==> src/rtl/rr_packet_arbiter.sv <==
// Round-robin packet arbiter: one shared valid/ready channel, NR_REQ requesters,
// grant locked from first beat until the last beat of a packet is accepted.
module rr_packet_arbiter #(
   parameter int NR_REQ     = 4,
   parameter int DATA_WIDTH = 8,
   parameter int IDX_W      = $clog2(NR_REQ)
) (
   input  logic                         clk,
   input  logic                         rst,
   input  logic [NR_REQ-1:0]            req_valid,
   output logic [NR_REQ-1:0]            req_ready,
   input  logic [NR_REQ*DATA_WIDTH-1:0] req_data,
   input  logic [NR_REQ-1:0]            req_last,
   output logic                         out_valid,
   input  logic                         out_ready,
   output logic [DATA_WIDTH-1:0]        out_data,
   output logic                         out_last,
   output logic [NR_REQ-1:0]            grant,
   output logic [IDX_W-1:0]             grant_idx
);

   typedef enum logic {
      IDLE = 1'b0,
      BUSY = 1'b1
   } state_e;

   state_e                 state_q;
   logic [NR_REQ-1:0]      grant_q;
   logic [IDX_W-1:0]       grant_idx_q;
   logic [IDX_W-1:0]       ptr_q;

   logic [NR_REQ-1:0]      grant_d;
   logic [IDX_W-1:0]       grant_idx_d;
   logic [IDX_W-1:0]       ptr_d;
   logic                   any_req;
   logic                   xfer;
   logic [DATA_WIDTH-1:0]  sel_data;

   // Scan from ptr upward with wrap; the lowest offset holding a valid wins.
   function automatic logic [IDX_W-1:0] rr_pick(input logic [NR_REQ-1:0] vld,
                                                input logic [IDX_W-1:0]  ptr);
      logic [IDX_W-1:0] sel;
      int               idx;
      sel = '0;
      for (int k = NR_REQ - 1; k >= 0; k--) begin
         idx = (int'(ptr) + k) % NR_REQ;
         if (vld[idx]) begin
            sel = IDX_W'(idx);
         end
      end
      return sel;
   endfunction

   assign any_req     = |req_valid;
   assign grant_idx_d = rr_pick(req_valid, ptr_q);
   assign grant_d     = NR_REQ'(1) << grant_idx_d;
   assign ptr_d       = (grant_idx_q == IDX_W'(NR_REQ - 1)) ? '0
                                                             : grant_idx_q + IDX_W'(1);

   // AND-OR select: a zero grant forces every output to zero.
   always_comb begin
      sel_data = '0;
      for (int i = 0; i < NR_REQ; i++) begin
         sel_data = sel_data | (req_data[i*DATA_WIDTH +: DATA_WIDTH] & {DATA_WIDTH{grant_q[i]}});
      end
   end

   assign out_data  = sel_data;
   assign out_valid = |(req_valid & grant_q);
   assign out_last  = |(req_last & grant_q);
   assign req_ready = grant_q & {NR_REQ{out_ready}};
   assign xfer      = out_valid & out_ready;

   always_ff @(posedge clk) begin
      if (rst) begin
         state_q     <= IDLE;
         grant_q     <= '0;
         grant_idx_q <= '0;
         ptr_q       <= '0;
      end else begin
         case (state_q)
            IDLE: begin
               if (any_req) begin
                  grant_q     <= grant_d;
                  grant_idx_q <= grant_idx_d;
                  state_q     <= BUSY;
               end
            end
            BUSY: begin
               // Only the accepted last beat releases the lock.
               if (xfer && out_last) begin
                  grant_q     <= '0;
                  grant_idx_q <= '0;
                  ptr_q       <= ptr_d;
                  state_q     <= IDLE;
               end
            end
         endcase
      end
   end

   assign grant     = grant_q;
   assign grant_idx = grant_idx_q;

   a_grant_onehot0 : assert property (@(posedge clk) disable iff (rst) $onehot0(grant_q));
   a_idx_matches   : assert property (@(posedge clk) disable iff (rst)
                        (grant_q == '0) ? (grant_idx_q == '0) : grant_q[grant_idx_q]);
   a_state_matches : assert property (@(posedge clk) disable iff (rst)
                        (state_q == BUSY) == (grant_q != '0));

endmodule

==> config.mk <==
export PLATFORM = sky130hd
export DESIGN_NAME = rr_packet_arbiter
export DESIGN_NICKNAME = d
export VERILOG_FILES = /design/src/rtl/rr_packet_arbiter.sv
export SDC_FILE = /design/constraint.sdc
export NUM_CORES = 1
export LEC_CHECK = 0
export ABC_AREA = 0
export CAP_MARGIN = 15
export CORE_ASPECT_RATIO = 0.75
export CORE_MARGIN = 2
export CORE_UTILIZATION = 34
export CTS_BUF_LIST = sky130_fd_sc_hd__clkbuf_16
export DETAILED_ROUTE_END_ITERATION = 7
export MAX_ROUTING_LAYER = met4
export PLACE_DENSITY_LB_ADDON = 0.08
export SLEW_MARGIN = 20
export SYNTH_ARGS = -nofsm -noshare
export SYNTH_HDL_FRONTEND = slang
export SYNTH_SLANG_ARGS = --single-unit
==> constraint.sdc <==
create_clock -name clk -period 2.35 [get_ports clk]
set_input_delay 0.3525 -clock clk [delete_from_list [all_inputs] [get_ports clk]]
set_output_delay 0.3525 -clock clk [all_outputs]
set_load 0.01 [all_outputs]
==> impl_metrics.py <==
metrics = {
    "synthesis": {
        "synth-xor-area-share": 0,
        "synth-seq-area-share": 0.242,
        "muxShareOfSynthArea": 0,
        "yosys.cell_types.count": 31,
        "netlist_instances": 91,
        "yosysTopAreaCell": "dfxtp_1",
        "synth_edf_count": 0,
        "async_flop_share": 0,
        "yosysWarnings": 0,
        "synth_top_area_share": 0.242,
        "synthFlopType": "dfxtp_1",
        "avgSynthCellArea_um2": 8.18,
        "synth-simple-area-share": 0.355,
        "ys_ff_latch": 9,
        "synth_compound_area_frac": 0.331,
        "synthAdderAreaFrac": 0.0168,
        "synth_top_family_by_area": "simple AND/OR/NAND/NOR gates",
        "synth.area.top_cells": "dfxtp_1 (24%), a22oi_1 (21%), nand3b_1 (6.1%)",
        "synth_nets": 135,
        "yosys-top-cells-count": "a22oi_1 (21), nand2_1 (10), dfxtp_1 (9), and2_1 (6), nand3b_1 (6)",
        "yosysMostFrequentCell": "a22oi_1",
        "syn_area_um2": 744,
    },
    "timing": {
        "worstMarginPinSlew_ns": 0.494,
        "grt_setup_unrepaired": "false",
        "slew_violations": 0,
        "fin_ws_ns": 0.297,
        "setup_viol": 0,
        "min_period_over_period": 0.873,
        "slew_headroom": 0.669,
        "whs_ns": 0.471,
        "tns_ns": 0,
        "skew_ns": 0.00288,
        "max_freq_mhz": 487,
        "period_needed_ns": 2.05,
        "finalHoldViolCount": 0,
    },
    "critical_path": {
        "startpoint_type": "input pin",
        "critPathArrivalTime_ns": 1.70,
        "crit_path_top_delay_cell": "clkdlybuf4s50_1",
        "cp_max_fo": 6,
        "cp-end-kind": "primary output",
        "cp.required_ns": 2.00,
        "cp_num_buf_inv": 2,
        "cp_top_family": "buffers and inverters",
        "crit_type": "in2out",
        "cp_cell_sequence": "clkdlybuf4s50_1, a22oi_1, nand2_1, clkdlybuf4s50_1",
        "crit_top_cell": "clkdlybuf4s50_1",
        "slowest_delay_ns": 0.58,
    },
    "grt": {
        "antenna_found_initial": 0,
        "track_usage": 0.210,
        "grt_max_degree": 14,
        "gr-total-overflow": 0,
        "grt_pass1_vias": 859,
        "grt_pass1_wl_um": 4020,
    },
    "drt": {
        "totalWireLength_um": 2640,
        "dr_total_vias": 955,
        "drtIter0Drc": 58,
        "detail-route-antenna-nets": 0,
        "vias_per_cell": 5.46,
        "wl_per_cell_um": 15.1,
        "firstDrtPassIters": 4,
        "drc": 0,
    },
    "finish": {
        "drive_above_1_share": 0.0728,
        "fin_util": 0.705,
        "nets": 196,
        "stdcell_count": 175,
        "diodes": 0,
        "area_growth_pct": 92.4,
        "stdcell_area_um2": 1430,
        "final.fill_count": 173,
        "multi_input_area_um2": 523,
        "regArea_um2": 180,
    },
    "floorplanning": {
        "core_um2": 2030,
        "num_rows": 14,
        "fp.dieW_um": 58.0,
        "fp.dieH_um": 44.5,
        "dieArea_um2": 2580,
        "initial_core_util": 0.366,
        "io_pins": 63,
    },
    "clock_network": {
        "clk_pin_slew_ns": 0.04,
        "cts_tree": "built",
        "cts_resized": 0,
        "clk_latency_ns": 0.24,
        "clockBufferDepth": 2,
        "post_cts_buffers": 0,
        "cts_max_level": 1,
        "cts_sinks": 9,
        "hold_buffers": 0,
        "numCtsBuffers": 3,
        "cts-root-buf": "clkbuf_16",
    },
    "placement": {
        "place_area_um2": 1350,
        "place_hpwl_um": 2090,
        "io_buffer_count": 62,
        "gp_congestion": 0.833,
        "place_ws_ns": 0.296,
        "dp.cells": 171,
    },
    "flow_run": {
        "drv_cap": 0,
    },
    "power": {
        "ir_drop_mv": 0.604,
        "p_per_area_nw_per_um2": 462,
        "power_uw": 661,
        "p_leak_nw": 0.542,
    },
    "hold_path": {
        "hp-class": "reg2reg",
    },
    "run_status": {
        "outcome": "complete, no violations",
    },
}
[tightest hold or removal path, stage by stage, from the launching register on]
cell      delay, ns
dfxtp_1        0.31
nand2b_1       0.07
o21ai_1        0.05
[state kept, by name, indices dropped and copies added (netlist names)]
name,count
ptr_q,2
grant,4
grant_idx,2
state_q,1
[layer usage]
| metal | part of all wire | GRT usage | up-vias |
|---|---|---|---|
| li1 | - | - | 475 |
| met1 | 0.46 | 0.264 | 441 |
| met2 | 0.47 | 0.334 | 37 |
| met3 | 0.072 | 0.0643 | 2 |
| met4 | 0.0030 | 0.0419 | 0 |
| met5 | 0 | - | - |
[cells by family after synthesis]
logic type	Yosys count
buffers and inverters	6
adder cells (fa/ha/maj)	1
AND/OR/NAND/NOR	42
flip-flops	9
AO/OA/AOI/OAI	33
[final timing paths]
path                start         to  slack (ns)  cells after the start
max          req_valid[3]  out_valid        0.30                      4
min              ptr_q[0]   ptr_q[0]        0.47                      2
max reg2reg      grant[3]   grant[1]        0.55                      4
min reg2reg      ptr_q[0]   ptr_q[0]        0.47                      2
[cell usage in the layout (no fill, tap or decap), types with 2 or more instances in the layout]
master,synthesis,routed
o22ai_1,2,2
nand2_1,10,10
nor2b_1,2,2
a22oi_1,21,21
or2_2,2,2
o21ai_1,3,3
and2_1,6,6
nor2_1,4,4
o32ai_1,3,3
clkbuf_16,0,3
nand2b_1,2,2
clkdlybuf4s50_1,0,62
dfxtp_1,9,9
nand3b_1,6,6
[where the power goes]
group	leakage [nW]	switching, mW	internal (mW)
Sequential	0.0735	0.0149	0.160
Clock	0.0423	0.0740	0.222
Combinational	0.426	0.0628	0.128
[layout make-up]
class / instances / area share
repair buffers: 62 / 0.433
multi-input cells: 76 / 0.365
flip-flops and latches: 9 / 0.126
clock buffers: 3 / 0.0524
well taps: 24 / 0.0210
clock inverters: 1 / 0.00262
Power figures use the tool's default switching activity.
